File: src/rtl/ex_stage_if.sv
// ID/EX inputs and EX/MA outputs of the execute stage.
// slave is the stage itself; master is whoever drives it.
interface ex_stage_if;
  logic        valid_i;
  logic        stall_i;
  logic        flush_i;
  logic [31:0] pc_i;
  logic [31:0] rs1_data_i;
  logic [31:0] rs2_data_i;
  logic [31:0] imm_i;
  logic [4:0]  addr_rs1_i;
  logic [4:0]  addr_rs2_i;
  logic [4:0]  addr_d_i;
  logic [3:0]  alu_op_i;
  logic        src_a_sel_i;
  logic        src_b_sel_i;
  logic        branch_i;
  logic        jump_i;
  logic        jalr_i;
  logic        reg_we_i;
  logic        mem_we_i;
  logic        mem_re_i;
  logic [1:0]  wb_sel_i;
  logic [2:0]  funct3_i;
  logic [6:0]  opcode_i;
  logic        wb_we_i;
  logic [4:0]  wb_addr_i;
  logic [31:0] wb_data_i;
  logic        reg_we_o;
  logic        mem_we_o;
  logic        mem_re_o;
  logic [1:0]  wb_sel_o;
  logic [2:0]  funct3_o;
  logic [6:0]  opcode_o;
  logic [4:0]  addr_d_o;
  logic [31:0] alu_result_o;
  logic [31:0] data_w_o;
  logic [31:0] pc4_o;
  logic        redirect_o;
  logic [31:0] target_o;

  modport slave (
    input  valid_i, stall_i, flush_i, pc_i,
    input  rs1_data_i, rs2_data_i, imm_i,
    input  addr_rs1_i, addr_rs2_i, addr_d_i,
    input  alu_op_i, src_a_sel_i, src_b_sel_i,
    input  branch_i, jump_i, jalr_i,
    input  reg_we_i, mem_we_i, mem_re_i,
    input  wb_sel_i, funct3_i, opcode_i,
    input  wb_we_i, wb_addr_i, wb_data_i,
    output reg_we_o, mem_we_o, mem_re_o,
    output wb_sel_o, funct3_o, opcode_o,
    output addr_d_o, alu_result_o, data_w_o,
    output pc4_o, redirect_o, target_o
  );

  modport master (
    output valid_i, stall_i, flush_i, pc_i,
    output rs1_data_i, rs2_data_i, imm_i,
    output addr_rs1_i, addr_rs2_i, addr_d_i,
    output alu_op_i, src_a_sel_i, src_b_sel_i,
    output branch_i, jump_i, jalr_i,
    output reg_we_i, mem_we_i, mem_re_i,
    output wb_sel_i, funct3_i, opcode_i,
    output wb_we_i, wb_addr_i, wb_data_i,
    input  reg_we_o, mem_we_o, mem_re_o,
    input  wb_sel_o, funct3_o, opcode_o,
    input  addr_d_o, alu_result_o, data_w_o,
    input  pc4_o, redirect_o, target_o
  );
endinterface

File: src/rtl/ex_stage.sv
// Execute stage: forwarding, ALU, branch resolution
// and the EX/MA pipeline register.
module ex_stage #(
  parameter bit ENABLE_FWD = 1'b1
) (
  input logic      clk,
  input logic      rst,
  ex_stage_if.slave bus
);

  logic        reg_we_q, reg_we_d;
  logic        mem_we_q, mem_we_d;
  logic        mem_re_q, mem_re_d;
  logic [1:0]  wb_sel_q, wb_sel_d;
  logic [2:0]  funct3_q, funct3_d;
  logic [6:0]  opcode_q, opcode_d;
  logic [4:0]  addr_d_q, addr_d_d;
  logic [31:0] alu_q, alu_d;
  logic [31:0] dw_q, dw_d;
  logic [31:0] pc4_q, pc4_d;

  logic [31:0] rs1_fwd, rs2_fwd;
  logic [31:0] op_a, op_b, alu_res;
  logic [31:0] ex_val;
  logic        ex_ok, wb_ok;
  logic [4:0]  shamt;
  logic        taken;
  logic [31:0] jalr_sum;

  // Loads in EX/MA are not a forwarding source; the hazard
  // unit stalls those instead.
  assign ex_ok = reg_we_q && (addr_d_q != 5'd0) &&
                 ((wb_sel_q == 2'b00) || (wb_sel_q == 2'b10));
  assign ex_val = (wb_sel_q == 2'b10) ? pc4_q : alu_q;
  assign wb_ok = bus.wb_we_i && (bus.wb_addr_i != 5'd0);

  // Operand forwarding: EX/MA first, then writeback.
  always_comb begin
    rs1_fwd = bus.rs1_data_i;
    rs2_fwd = bus.rs2_data_i;
    if (ENABLE_FWD) begin
      if (ex_ok && addr_d_q == bus.addr_rs1_i)
        rs1_fwd = ex_val;
      else if (wb_ok && bus.wb_addr_i == bus.addr_rs1_i)
        rs1_fwd = bus.wb_data_i;
      if (ex_ok && addr_d_q == bus.addr_rs2_i)
        rs2_fwd = ex_val;
      else if (wb_ok && bus.wb_addr_i == bus.addr_rs2_i)
        rs2_fwd = bus.wb_data_i;
    end
  end

  assign op_a  = bus.src_a_sel_i ? bus.pc_i : rs1_fwd;
  assign op_b  = bus.src_b_sel_i ? bus.imm_i : rs2_fwd;
  assign shamt = op_b[4:0];

  // ALU; unused opcodes yield zero.
  always_comb begin
    alu_res = 32'd0;
    case (bus.alu_op_i)
      4'd0:  alu_res = op_a + op_b;
      4'd1:  alu_res = op_a - op_b;
      4'd2:  alu_res = op_a << shamt;
      4'd3:  alu_res = {31'd0, $signed(op_a) < $signed(op_b)};
      4'd4:  alu_res = {31'd0, op_a < op_b};
      4'd5:  alu_res = op_a ^ op_b;
      4'd6:  alu_res = op_a >> shamt;
      4'd7:  alu_res = $unsigned($signed(op_a) >>> shamt);
      4'd8:  alu_res = op_a | op_b;
      4'd9:  alu_res = op_a & op_b;
      4'd10: alu_res = op_b;
      default: alu_res = 32'd0;
    endcase
  end

  // Branch condition on forwarded register operands.
  always_comb begin
    taken = 1'b0;
    case (bus.funct3_i)
      3'b000: taken = (rs1_fwd == rs2_fwd);
      3'b001: taken = (rs1_fwd != rs2_fwd);
      3'b100: taken = ($signed(rs1_fwd) < $signed(rs2_fwd));
      3'b101: taken = ($signed(rs1_fwd) >= $signed(rs2_fwd));
      3'b110: taken = (rs1_fwd < rs2_fwd);
      3'b111: taken = (rs1_fwd >= rs2_fwd);
      default: taken = 1'b0;
    endcase
  end

  assign jalr_sum = rs1_fwd + bus.imm_i;
  assign bus.target_o = bus.jalr_i ? {jalr_sum[31:1], 1'b0}
                                   : bus.pc_i + bus.imm_i;
  assign bus.redirect_o = ~rst & bus.valid_i & ~bus.stall_i &
                          ~bus.flush_i &
                          (bus.jump_i | (bus.branch_i & taken));

  // Next EX/MA contents; invalid or flushed slots become bubbles.
  always_comb begin
    reg_we_d = 1'b0;
    mem_we_d = 1'b0;
    mem_re_d = 1'b0;
    wb_sel_d = 2'b00;
    funct3_d = 3'd0;
    opcode_d = 7'd0;
    addr_d_d = 5'd0;
    alu_d    = 32'd0;
    dw_d     = 32'd0;
    pc4_d    = 32'd0;
    if (bus.valid_i && !bus.flush_i) begin
      reg_we_d = bus.reg_we_i && (bus.addr_d_i != 5'd0);
      mem_we_d = bus.mem_we_i;
      mem_re_d = bus.mem_re_i;
      wb_sel_d = bus.wb_sel_i;
      funct3_d = bus.funct3_i;
      opcode_d = bus.opcode_i;
      addr_d_d = bus.addr_d_i;
      alu_d    = alu_res;
      dw_d     = rs2_fwd;
      pc4_d    = bus.pc_i + 32'd4;
    end
  end

  // EX/MA register; stall holds it, flush is ignored under stall.
  always_ff @(posedge clk or posedge rst) begin
    if (rst) begin
      reg_we_q <= 1'b0;
      mem_we_q <= 1'b0;
      mem_re_q <= 1'b0;
      wb_sel_q <= 2'b00;
      funct3_q <= 3'd0;
      opcode_q <= 7'd0;
      addr_d_q <= 5'd0;
      alu_q    <= 32'd0;
      dw_q     <= 32'd0;
      pc4_q    <= 32'd0;
    end else if (!bus.stall_i) begin
      reg_we_q <= reg_we_d;
      mem_we_q <= mem_we_d;
      mem_re_q <= mem_re_d;
      wb_sel_q <= wb_sel_d;
      funct3_q <= funct3_d;
      opcode_q <= opcode_d;
      addr_d_q <= addr_d_d;
      alu_q    <= alu_d;
      dw_q     <= dw_d;
      pc4_q    <= pc4_d;
    end
  end

  assign bus.reg_we_o     = reg_we_q;
  assign bus.mem_we_o     = mem_we_q;
  assign bus.mem_re_o     = mem_re_q;
  assign bus.wb_sel_o     = wb_sel_q;
  assign bus.funct3_o     = funct3_q;
  assign bus.opcode_o     = opcode_q;
  assign bus.addr_d_o     = addr_d_q;
  assign bus.alu_result_o = alu_q;
  assign bus.data_w_o     = dw_q;
  assign bus.pc4_o        = pc4_q;

endmodule
File: src/flat_wrapper.sv
// flat-port wrapper written by rule: the top's interface ports become plain ports
module ex_stage_flat 
#(
  parameter bit ENABLE_FWD = 1'b1
)
  (clk, rst, bus_valid_i, bus_stall_i, bus_flush_i, bus_pc_i, bus_rs1_data_i, bus_rs2_data_i, bus_imm_i, bus_addr_rs1_i, bus_addr_rs2_i, bus_addr_d_i, bus_alu_op_i, bus_src_a_sel_i, bus_src_b_sel_i, bus_branch_i, bus_jump_i, bus_jalr_i, bus_reg_we_i, bus_mem_we_i, bus_mem_re_i, bus_wb_sel_i, bus_funct3_i, bus_opcode_i, bus_wb_we_i, bus_wb_addr_i, bus_wb_data_i, bus_reg_we_o, bus_mem_we_o, bus_mem_re_o, bus_wb_sel_o, bus_funct3_o, bus_opcode_o, bus_addr_d_o, bus_alu_result_o, bus_data_w_o, bus_pc4_o, bus_redirect_o, bus_target_o);
  ex_stage_if bus_i ();
  input logic clk;
  input logic rst;
  input wire logic [$bits(bus_i.valid_i)-1:0] bus_valid_i;
  input wire logic [$bits(bus_i.stall_i)-1:0] bus_stall_i;
  input wire logic [$bits(bus_i.flush_i)-1:0] bus_flush_i;
  input wire logic [$bits(bus_i.pc_i)-1:0] bus_pc_i;
  input wire logic [$bits(bus_i.rs1_data_i)-1:0] bus_rs1_data_i;
  input wire logic [$bits(bus_i.rs2_data_i)-1:0] bus_rs2_data_i;
  input wire logic [$bits(bus_i.imm_i)-1:0] bus_imm_i;
  input wire logic [$bits(bus_i.addr_rs1_i)-1:0] bus_addr_rs1_i;
  input wire logic [$bits(bus_i.addr_rs2_i)-1:0] bus_addr_rs2_i;
  input wire logic [$bits(bus_i.addr_d_i)-1:0] bus_addr_d_i;
  input wire logic [$bits(bus_i.alu_op_i)-1:0] bus_alu_op_i;
  input wire logic [$bits(bus_i.src_a_sel_i)-1:0] bus_src_a_sel_i;
  input wire logic [$bits(bus_i.src_b_sel_i)-1:0] bus_src_b_sel_i;
  input wire logic [$bits(bus_i.branch_i)-1:0] bus_branch_i;
  input wire logic [$bits(bus_i.jump_i)-1:0] bus_jump_i;
  input wire logic [$bits(bus_i.jalr_i)-1:0] bus_jalr_i;
  input wire logic [$bits(bus_i.reg_we_i)-1:0] bus_reg_we_i;
  input wire logic [$bits(bus_i.mem_we_i)-1:0] bus_mem_we_i;
  input wire logic [$bits(bus_i.mem_re_i)-1:0] bus_mem_re_i;
  input wire logic [$bits(bus_i.wb_sel_i)-1:0] bus_wb_sel_i;
  input wire logic [$bits(bus_i.funct3_i)-1:0] bus_funct3_i;
  input wire logic [$bits(bus_i.opcode_i)-1:0] bus_opcode_i;
  input wire logic [$bits(bus_i.wb_we_i)-1:0] bus_wb_we_i;
  input wire logic [$bits(bus_i.wb_addr_i)-1:0] bus_wb_addr_i;
  input wire logic [$bits(bus_i.wb_data_i)-1:0] bus_wb_data_i;
  output wire logic [$bits(bus_i.reg_we_o)-1:0] bus_reg_we_o;
  output wire logic [$bits(bus_i.mem_we_o)-1:0] bus_mem_we_o;
  output wire logic [$bits(bus_i.mem_re_o)-1:0] bus_mem_re_o;
  output wire logic [$bits(bus_i.wb_sel_o)-1:0] bus_wb_sel_o;
  output wire logic [$bits(bus_i.funct3_o)-1:0] bus_funct3_o;
  output wire logic [$bits(bus_i.opcode_o)-1:0] bus_opcode_o;
  output wire logic [$bits(bus_i.addr_d_o)-1:0] bus_addr_d_o;
  output wire logic [$bits(bus_i.alu_result_o)-1:0] bus_alu_result_o;
  output wire logic [$bits(bus_i.data_w_o)-1:0] bus_data_w_o;
  output wire logic [$bits(bus_i.pc4_o)-1:0] bus_pc4_o;
  output wire logic [$bits(bus_i.redirect_o)-1:0] bus_redirect_o;
  output wire logic [$bits(bus_i.target_o)-1:0] bus_target_o;
  assign bus_i.valid_i = bus_valid_i;
  assign bus_i.stall_i = bus_stall_i;
  assign bus_i.flush_i = bus_flush_i;
  assign bus_i.pc_i = bus_pc_i;
  assign bus_i.rs1_data_i = bus_rs1_data_i;
  assign bus_i.rs2_data_i = bus_rs2_data_i;
  assign bus_i.imm_i = bus_imm_i;
  assign bus_i.addr_rs1_i = bus_addr_rs1_i;
  assign bus_i.addr_rs2_i = bus_addr_rs2_i;
  assign bus_i.addr_d_i = bus_addr_d_i;
  assign bus_i.alu_op_i = bus_alu_op_i;
  assign bus_i.src_a_sel_i = bus_src_a_sel_i;
  assign bus_i.src_b_sel_i = bus_src_b_sel_i;
  assign bus_i.branch_i = bus_branch_i;
  assign bus_i.jump_i = bus_jump_i;
  assign bus_i.jalr_i = bus_jalr_i;
  assign bus_i.reg_we_i = bus_reg_we_i;
  assign bus_i.mem_we_i = bus_mem_we_i;
  assign bus_i.mem_re_i = bus_mem_re_i;
  assign bus_i.wb_sel_i = bus_wb_sel_i;
  assign bus_i.funct3_i = bus_funct3_i;
  assign bus_i.opcode_i = bus_opcode_i;
  assign bus_i.wb_we_i = bus_wb_we_i;
  assign bus_i.wb_addr_i = bus_wb_addr_i;
  assign bus_i.wb_data_i = bus_wb_data_i;
  assign bus_reg_we_o = bus_i.reg_we_o;
  assign bus_mem_we_o = bus_i.mem_we_o;
  assign bus_mem_re_o = bus_i.mem_re_o;
  assign bus_wb_sel_o = bus_i.wb_sel_o;
  assign bus_funct3_o = bus_i.funct3_o;
  assign bus_opcode_o = bus_i.opcode_o;
  assign bus_addr_d_o = bus_i.addr_d_o;
  assign bus_alu_result_o = bus_i.alu_result_o;
  assign bus_data_w_o = bus_i.data_w_o;
  assign bus_pc4_o = bus_i.pc4_o;
  assign bus_redirect_o = bus_i.redirect_o;
  assign bus_target_o = bus_i.target_o;
  ex_stage #(.ENABLE_FWD(ENABLE_FWD)) u_core (.clk(clk), .rst(rst), .bus(bus_i));
endmodule
File: config.mk
export PLATFORM = sky130hd
export DESIGN_NAME = ex_stage_flat
export DESIGN_NICKNAME = d
export VERILOG_FILES = /design/src/rtl/ex_stage_if.sv /design/src/rtl/ex_stage.sv /design/src/flat_wrapper.sv
export SDC_FILE = /design/constraint.sdc
export NUM_CORES = 1
export LEC_CHECK = 0
export CAP_MARGIN = 20
export CORE_UTILIZATION = 35
export DETAILED_ROUTE_END_ITERATION = 10
export DONT_BUFFER_PORTS = 1
export GPL_ROUTABILITY_DRIVEN = 1
export HOLD_SLACK_MARGIN = 0.1
export SLEW_MARGIN = 25
export SYNTH_ARGS = -nofsm -noshare
export SYNTH_HDL_FRONTEND = slang
export SYNTH_SLANG_ARGS = --single-unit
File: constraint.sdc
create_clock -name clk -period 5.3 [get_ports clk]
set_clock_uncertainty 0.2 [all_clocks]
set_input_delay 0.53 -clock clk [delete_from_list [all_inputs] [get_ports clk]]
set_output_delay 0.53 -clock clk [all_outputs]
set_load 0.01 [all_outputs]
### Word-level counts from Yosys, hierarchy flattened

Index checks and enable logic that the tools add are counted.

| storage, ports and cells | value |
|---|---|
| flip-flop bits (word level) | 116 |
| bits of input ports | 210 |
| output and inout port bits | 149 |
| word-level logic and storage cells | 95 |

| cells by class | value |
|---|---|
| shifts and indexed selects | 3 |
| bitwise operators | 12 |
| $lt $le $gt $ge | 6 |
| reductions and logical operators | 17 |
| $add $sub $neg | 5 |
| eq/ne operators | 22 |
| multiplexer cells | 20 |

Operator list:

| cell | number |
|---|---|
| $mux W32 | 11 |
| $pmux W32 S11 | 1 |
| $lt A32 B32 Y1 | 4 |
| $add A32 B32 Y32 | 3 |
| $ge A32 B32 Y1 | 2 |
| $add A32 B3 Y32 const B | 1 |
| $and A32 B32 Y32 | 1 |
| $eq A32 B32 Y1 | 1 |
| $ne A32 B32 Y1 | 1 |
| $or A32 B32 Y32 | 1 |
| $shl A32 B5 Y32 | 1 |
| $shr A32 B5 Y32 | 1 |
| $sshr A32 B5 Y32 | 1 |
| $sub A32 B32 Y32 | 1 |
| $xor A32 B32 Y32 | 1 |
| $eq A5 B5 Y1 | 4 |
| $eq A4 B3 Y1 const B | 4 |
| $reduce_bool A5 Y1 | 3 |
| $eq A3 B3 Y1 const B | 4 |
| $eq A4 B4 Y1 const B | 3 |
| $logic_and A1 B1 Y1 | 9 |
| $eq A4 B2 Y1 const B | 2 |
| $mux W7 | 1 |
| $pmux W1 S6 | 1 |
| other kinds (15) | 23 |

### Longest topological paths before layout

Gate-level depths: netlist of the first run.

| logic depth | value |
|---|---|
| depth in word-level cells | 10 |
| mapped depth | 24 |

### Worst setup path after synthesis of the first run

Ideal clock, no wire load.

| timing | value |
|---|---|
| path kind | register to register |
| start point | register u_core.addr_d_q[1], in the netlist u_core.bus.addr_d_o[1] |
| end point | register u_core.alu_q[30], in the netlist u_core.bus.alu_result_o[30] |
| data required time | 5.012 ns |
| arrival | 5.222 ns |
| path slack | -0.211 ns |
| library setup time | 0.088 ns |
| stages on the path, launching flop included | 22 |
| period minus slack after synthesis | 5.511 ns |
| cells stage by stage | dfrtp_1 -> or4_4 -> o21ai_4 -> or3_1 -> a31oi_1 -> mux2i_2 -> buf_2 -> buf_2 -> clkbuf_1 -> ha_1 -> clkbuf_1 -> or2_2 -> a221oi_1 -> o21ba_2 -> o21ai_0 -> a21oi_1 -> o311a_1 -> o22ai_1 -> or3b_2 -> o31ai_1 -> a22oi_1 -> a41oi_1 |

| between the ends | value |
|---|---|
| longest elaborated chain between the ends | 9 |
| elaborated cells on any way between the ends | 21 |
| those cells by class | 2 x add/sub; 2 x eq/ne; 3 x shift; 6 x mux; 3 x bitwise; 5 x reduce/logical |

RTL lines:

| item | RTL line | source |
|---|---|---|
| start, declared | ex_stage.sv:17 | `logic [4:0] addr_d_q, addr_d_d;` |
| start signal, assigned | ex_stage.sv:143 | `addr_d_q <= addr_d_d;` |
| $reduce_bool A5 Y1 | ex_stage.sv:32 | `assign ex_ok = reg_we_q && (addr_d_q != 5'd0) &&` |
| $logic_and A1 B1 Y1 (2 in a row) | ex_stage.sv:32 |  |
| $logic_and A1 B1 Y1, on equally long branches | ex_stage.sv:42, ex_stage.sv:46 |  |
| $mux W32, on equally long branches | ex_stage.sv:42, ex_stage.sv:46 |  |
| $mux W32, on equally long branches | ex_stage.sv:53, ex_stage.sv:54 |  |
| $sub A32 B32 Y32, or another cell as far along | ex_stage.sv:62 | `4'd1: alu_res = op_a - op_b;` |
| $pmux W32 S11 (*) | ex_stage.sv:60 | `case (bus.alu_op_i)` |
| $mux W32 (*) | ex_stage.sv:109 | `if (bus.valid_i && !bus.flush_i) begin` |
| end signal, assigned | ex_stage.sv:144 | `alu_q <= alu_d;` |
| end, declared | ex_stage.sv:18 | `logic [31:0] alu_q, alu_d;` |

Mark *: on every way between the ends. The rest lies on a longest branch, timed or not.
A chain may end at the register's enable or synchronous reset.

### Worst setup path after layout of the first run

| timing | value |
|---|---|
| start point | register u_core.addr_d_q[2], in the netlist u_core.bus.addr_d_o[2] |
| end point | output bus_redirect_o |

| between the ends | value |
|---|---|
| longest elaborated chain between the ends | 10 |
| elaborated cells on any way between the ends | 19 |
| those cells by class | 4 x order compare; 4 x eq/ne; 3 x mux; 3 x bitwise; 5 x reduce/logical |

RTL lines:

| item | RTL line | source |
|---|---|---|
| $reduce_bool A5 Y1 | ex_stage.sv:32 |  |
| $logic_and A1 B1 Y1 (2 in a row) | ex_stage.sv:32 |  |
| $logic_and A1 B1 Y1, on equally long branches | ex_stage.sv:42, ex_stage.sv:46 |  |
| $mux W32, on equally long branches | ex_stage.sv:42, ex_stage.sv:46 |  |
| $ge A32 B32 Y1, or another cell as far along | ex_stage.sv:85 | `3'b111: taken = (rs1_fwd >= rs2_fwd);` |
| $pmux W1 S6 (*) | ex_stage.sv:79 | `case (bus.funct3_i)` |
| $and A1 B1 Y1 (*) | ex_stage.sv:95 | `(bus.jump_i \| (bus.branch_i & taken));` |
| $or A1 B1 Y1 (*) | ex_stage.sv:95 |  |
| $and A1 B1 Y1 (*) | ex_stage.sv:94 | `~bus.flush_i &` |
| end, declared | flat_wrapper.sv:45 | `output wire logic [$bits(bus_i.redirect_o)-1:0] bus_redirect_o;` |

Marks and branches as above.

==> flow_summary_export.csv, run 1 <==
group,metric,value,unit
die,start_util,0.355,
die,die_h,244,um
clock_tree,clk_latency,0.51,ns
power,p_leak,12.7,nW
die,die_area,59700,um2
global_route,antenna_found_initial,17,
run_status,violations,"setup timing",
critical_path,critPathSlowestCell,"or4_4",
run_status,outcome,"finished, violations left",
sta,setup_viol,20,
clock_tree,clock_sinks,116,
synthesis,synth_area_per_cell,7.39,um2
synthesis,ys_warn_count,0,
critical_path,cp-end-kind,"output pin",
sta,max_slew_margin,0.240,
critical_path,cpPeakStageDelay,0.56,ns
die,die_w,244,um
sta,rsz0062_at_grt,"true",
synthesis,synth_ff_type,"dfrtp_1",
route,vias,27100,
sta,slew_viol_final,0,
synthesis,syn-cell-area,20500,um2
critical_path,cp_data_arrival_time,4.91,ns
clock_tree,clock_path_buffers,2,
critical_path,worst-r2r-cell-count,21,
synthesis,async_flop_share,1.00,
cells_and_area,fin_cells,4137,
global_route,grt_first_pass_wirelength,188000,um
global_route,track_usage,0.435,
clock_tree,cts_root_buffer,"clkbuf_16",
sta,finalWorstSetupSlack,-0.343,ns
critical_path,cp-start-kind,"flip-flop",
synthesis,synth_cell_type_count,99,
clock_tree,path_clk_slew,0.07,ns
route,drc,0,
die,core,57800,um2
power,powerDensity,204,nW/um2
flow_run,maxCapViolations,0,
die,io-pin-count,359,
synthesis,ys_seq_area_frac,0.141,
clock_tree,h-tree-depth,4,
synthesis,synth_nets,3185,
min_path,min_path_cells,3,
global_route,grt_start_max_net_pins,108,
sta,max_freq,177,MHz
placed_design,dpl.hpwl,104000,um
placed_design,gp_congestion,1.05,
die,rows,88,
power,ir_drop,0.000298,V
sta,hold_viol,0,
sta,finalCritPeriodShare,1.06,
min_path,worst_hold_path_type,"input port to flip-flop",
critical_path,r2r_slack,-0.16,ns
cells_and_area,syn_to_final_growth,41.2,%
sta,period_needed,5.64,ns
route,wl_per_cell,32.5,um
route,via_per_inst,6.56,
cells_and_area,fin_nets,3746,
route,dr.pass1.iters,9,
critical_path,crit_chain,"or4_4, o21ai_4, nor3_4, buf_6, buf_12, buf_12, nor2_4, a21oi_2, ha_1, nand4_1, nor2_2, nand3_2, nor3_4, buf_6, nand4_1, buf_4, nor3_4, buf_6, xor2_2, a21o_1, a41oi_2, nor3_2, buf_4",
placed_design,place_inst,3941,
synthesis,ys_ff_latch,116,
clock_tree,cts_made_buffers,17,
cells_and_area,design_area,29000,um2
global_route,grt_pass1_vias,25800,
sta,tightest_slew,1.13,ns
synthesis,synth-edff-count,0,
cells_and_area,final_util,0.502,
critical_path,cp_max_fo,6,
placed_design,placed_area,25100,um2
clock_tree,cts_tree,"yes",
route,ant_nets,0,
critical_path,cp_data_required_time,4.57,ns
cells_and_area,fillers,5694,
route,first_iter_violations,3299,
placed_design,port_buffers,0,
cells_and_area,drive_above_1_share,0.319,
synthesis,netlist_instances,2781,
route,drt-total-wl,134000,um
critical_path,criticalPathCategory,"flip-flop to output pin",
global_route,grt_overflow,0,
cell families (layout without fill, tap and decap cells):
kind of cell	Yosys count	in the layout	share of synthesized area
flops	116	116	0.141
compound gates	959	959	0.303
other cells	0	17	0
xor+xnor	109	109	0.0465
mux	264	264	0.139
simple gates	822	822	0.186
buf+inv	317	891	0.0645
fa+ha+maj	194	194	0.120
per-layer routing:
metal	track usage	share of wire
met4	0.234	0.066
met2	0.661	0.42
met3	0.138	0.12
met5	0	0.000097
met1	0.544	0.39
critical path: cells and delay by family (launching register included):
kind | cells | cell delay (ns)
buffers and inverters | 7 | 1.03
AND/OR/NAND/NOR | 10 | 1.91
AO/OA/AOI/OAI | 4 | 0.54
XOR/XNOR | 1 | 0.15
flip-flops | 1 | 0.41
adder cells (fa/ha/maj) | 1 | 0.32
cell usage after synthesis, types with 9 or more instances:
cell	n	area, um2
buf_1	15	56.3
nor2b_1	23	144
nand2b_1	32	200
clkbuf_1	111	417
and3_1	15	93.8
o31ai_1	16	120
a22oi_1	28	210
and4_1	9	78.8
o211ai_1	28	210
o21bai_1	19	143
or3_1	17	106
nor2_1	210	788
nand3_1	80	400
xor2_1	43	377
inv_1	136	510
ha_1	190	2380
a211oi_1	21	158
buf_2	30	150
a31oi_1	69	432
xnor2_1	66	578
mux2_2	79	890
nand4_1	22	138
o21ai_0	253	1270
a22o_1	24	210
o21a_1	26	195
mux2i_2	13	179
a21oi_1	225	1130
a221o_1	12	120
or4_1	9	67.6
a21o_1	49	368
buf_4	10	75.1
mux2i_1	163	1630
o221ai_1	26	228
nor3_1	86	430
nand2_1	265	995
dfrtp_1	116	2900
o22ai_1	26	163
nor4_1	19	119
a221oi_1	30	263
cells in the final DEF, fill, tap and decap left out, types with 44 or more instances in the layout:
| cell | netlist | layout |
|---|---|---|
| ha_1 | 190 | 160 |
| inv_1 | 136 | 125 |
| nand3_1 | 80 | 76 |
| nor3_1 | 86 | 63 |
| nand2_1 | 265 | 259 |
| dfrtp_1 | 116 | 116 |
| mux2i_1 | 163 | 155 |
| mux2_2 | 79 | 78 |
| a21oi_1 | 225 | 189 |
| dlygate4sd3_1 | 0 | 60 |
| xnor2_1 | 66 | 61 |
| o21ai_0 | 253 | 201 |
| nor2_1 | 210 | 197 |
| a21o_1 | 49 | 49 |
| buf_4 | 10 | 603 |
| a31oi_1 | 69 | 44 |
cell type report:
| class | instances | area (um2) | share of cell area |
|---|---|---|---|
| multi-input combinational | 2348 | 18000 | 0.621 |
| tap | 765 | 957 | 0.0330 |
| inverter | 144 | 556 | 0.0191 |
| clock buffer | 19 | 453 | 0.0156 |
| sequential | 116 | 2900 | 0.100 |
| timing repair buffer | 715 | 5930 | 0.204 |
| antenna | 17 | 42.5 | 0.00147 |
| clock inverter | 13 | 148 | 0.00509 |
sequential cells by signal, summed over array words and instances, names as in the netlist:
| name | flops |
|---|---|
| u_core.bus.wb_sel_o | 2 |
| u_core.bus.alu_result_o | 32 |
| u_core.bus.mem_we_o | 1 |
| u_core.bus.pc4_o | 32 |
| u_core.bus.opcode_o | 7 |
| u_core.bus.data_w_o | 32 |
| u_core.bus.funct3_o | 3 |
| u_core.bus.mem_re_o | 1 |
| u_core.bus.reg_we_o | 1 |
| u_core.bus.addr_d_o | 5 |
stage by stage:
| step | hold WS (ns) | power [mW] | setup WS (ns) | setup TNS, ns |
|---|---|---|---|---|
| after global routing | 0.133 | 6.12 | -0.461 | -4.42 |
| final | 0.107 | 5.92 | -0.343 | -1.89 |
| after detailed placement | 0.340 | 4.08 | -0.477 | -6.90 |
| after global placement | 0.340 | 4.09 | -0.508 | -6.74 |
| after CTS | 0.103 | 5.64 | -0.226 | -0.682 |
| after floorplan | 0.319 | 2.71 | 0.0194 | 0 |
what timing repair did:
item / in CTS / in global routing
pin swaps: 94 / 97
hold buffers: 61 / 0
gates resized for setup: 238 / 167
endpoints found under the setup margin: 44 / 41
endpoints found under the hold margin: 182 / 0
setup buffers: 55 / 30
gates cloned: 6 / 2
final timing paths:
path | end | startpoint
max in group asynchronous | u_core.bus.pc4_o[29] | rst
setup / recovery | bus_redirect_o | u_core.bus.addr_d_o[2]
hold / removal | u_core.bus.pc4_o[23] | bus_pc_i[22]
setup reg to reg | u_core.bus.alu_result_o[30] | u_core.bus.addr_d_o[2]
hold reg to reg | u_core.bus.data_w_o[23] | u_core.bus.data_w_o[23]
min in group asynchronous | u_core.bus.pc4_o[1] | rst
power breakdown:
group | internal, mW | switching, mW
registers | 0.932 | 0.0860
clock network | 0.720 | 0.569
logic | 1.54 | 2.08
No activity file was read; power rests on OpenSTA's default activity.
==> run 2: changes to the inputs <==
--- a/config.mk
+++ b/config.mk
@@ -11,6 +11,7 @@
 export DONT_BUFFER_PORTS = 1
 export GPL_ROUTABILITY_DRIVEN = 1
 export HOLD_SLACK_MARGIN = 0.1
+export PLACE_DENSITY = 0.61
 export SLEW_MARGIN = 25
 export SYNTH_ARGS = -nofsm -noshare
 export SYNTH_HDL_FRONTEND = slang
==> flow_summary_export.csv, run 2 (synthesized netlist as in run 1, its figures left out) <==
group,metric,value,unit
global_route,track_usage,0.379,
run_status,outcome,"finished, violations left",
critical_path,cp-end-kind,"output pin",
critical_path,cp_data_required_time,4.57,ns
route,first_iter_violations,3526,
clock_tree,clock_sinks,116,
global_route,grt_start_max_net_pins,106,
route,drt-total-wl,118000,um
route,ant_nets,0,
die,rows,88,
sta,setup_viol,14,
cells_and_area,fin_nets,3600,
global_route,grt_first_pass_wirelength,167000,um
critical_path,crit_start,"u_core.bus.addr_d_o[1]",
sta,max_freq,180,MHz
power,ir_drop,0.000293,V
sta,rsz0062_at_grt,"true",
route,vias,25900,
critical_path,r2r-start,"u_core.bus.addr_d_o[1]",
die,start_util,0.355,
clock_tree,clk_latency,0.51,ns
sta,finalCritPeriodShare,1.05,
sta,hold_slack,0.119,ns
power,powerDensity,203,nW/um2
flow_run,maxCapViolations,0,
min_path,hp-start,"bus_addr_d_i[1]",
sta,max_slew_margin,0.273,
power,p_leak,12.0,nW
critical_path,critPathSlowestCell,"or4_4",
placed_design,gp_congestion,1.11,
route,dr.pass1.iters,7,
die,die_area,59700,um2
clock_tree,h-tree-depth,4,
critical_path,cpPeakStageDelay,0.58,ns
die,io-pin-count,359,
die,die_h,244,um
clock_tree,cts_made_buffers,17,
min_path,worst_hold_path_type,"input port to flip-flop",
cells_and_area,final_cell_mix,"460 x buf_4, 258 x nand2_1, 211 x o21ai_0",
run_status,violations,"setup timing",
clock_tree,clock_path_buffers,2,
sta,tightest_slew,1.09,ns
sta,slew_viol_final,0,
placed_design,dpl.hpwl,90000,um
clock_tree,cts_root_buffer,"clkbuf_16",
die,die_w,244,um
route,drc,0,
cells_and_area,layout_commonest_cell,"buf_4",
critical_path,crit_chain,"or4_4, o211ai_4, buf_6, buf_6, clkbuf_16, buf_6, nor3_4, a31oi_4, ha_1, and4_1, a21oi_2, nand2_2, a221oi_2, o21ai_2, a221oi_2, nand2_2, mux2i_1, a41oi_2, nor3_2, buf_4",
global_route,grt_pass1_vias,24300,
clock_tree,cts_tree,"yes",
cells_and_area,design_area,27800,um2
die,core,57800,um2
sta,hold_viol,0,
critical_path,crit_top_cell,"buf_6",
route,wl_per_cell,29.6,um
placed_design,port_buffers,0,
critical_path,cp_max_fo,4,
global_route,antenna_found_initial,10,
cells_and_area,syn_to_final_growth,35.3,%
placed_design,dpl_worst_slack,-0.555,ns
route,via_per_inst,6.50,
critical_path,cp_data_arrival_time,4.82,ns
clock_tree,path_clk_slew,0.06,ns
global_route,grt_overflow,0,
critical_path,criticalPathCategory,"flip-flop to output pin",
critical_path,cp-start-kind,"flip-flop",
cells_and_area,drive_above_1_share,0.279,
sta,totalNegativeSetupSlack,-1.31,ns
sta,finalWorstSetupSlack,-0.248,ns
sta,period_needed,5.55,ns
placed_design,placed_area,24300,um2
-- run 2: cell types whose count changed in the layout (fill, tap and decap cells not counted), sizes merged, moves of 3 or more --
cell         previous run  this run
diode                  17         8
dlygate4sd3            60        65
clkinv                  3         6
buf                   653       502
inv                   148       144
-- run 2: critical path, delay by kind of cell (launching register included) --
kind	cells	cell delay, ns
buf+inv	5	0.61
mux	1	0.20
compound gates	7	1.55
simple gates	6	1.26
fa+ha+maj	1	0.28
flops	1	0.40
-- run 2: report_power, final --
group          internal, mW  switching (mW)
logic                  1.39            1.91
registers             0.932          0.0938
clock network         0.744           0.557
-- run 2: repair_timing --
item	CTS	global route
resized for setup	201	149
endpoints found under the setup margin	29	44
gates cloned	4	2
hold buffers	66	0
buffers inserted	23	29
pin swaps	82	86
endpoints found under the hold margin	194	0
-- run 2: final timing paths --
path                                                   end  slack [ns]  cells past startpoint
worst min-delay path                   u_core.bus.reg_we_o        0.12                      3
worst max-delay path                        bus_redirect_o       -0.25                     20
worst max register to register  u_core.bus.alu_result_o[9]       -0.02                     23
max in group asynchronous       u_core.bus.alu_result_o[2]        3.36                      3
min in group asynchronous           u_core.bus.data_w_o[3]        0.48                      2
worst min register to register     u_core.bus.data_w_o[10]        0.36                      2
-- run 2: final cells by class --
class | instances | area [um2]
fill | 5689 | 30000
multi-input combinational | 2348 | 17900
timing repair buffer | 569 | 4820
sequential | 116 | 2900
tap | 765 | 957
inverter | 144 | 553
clock buffer | 18 | 439
clock inverter | 14 | 161
antenna | 8 | 20.0
-- run 2: stage by stage --
stage               power, mW  std cells   util
finish                   5.63       3982  0.481
global route             5.83       3979  0.481
CTS                      5.33       3944  0.463
detailed placement       3.85       3823  0.420
global placement         3.86       3823  0.420
floorplan                2.71       2781      -
-- run 2: per-layer routing --
layer	wire length, um	GRT usage	up-vias
li1	-	-	11200
met1	44700	0.460	12400
met2	50200	0.575	1840
met3	15200	0.135	450
met4	7840	0.220	6
met5	39	0	-
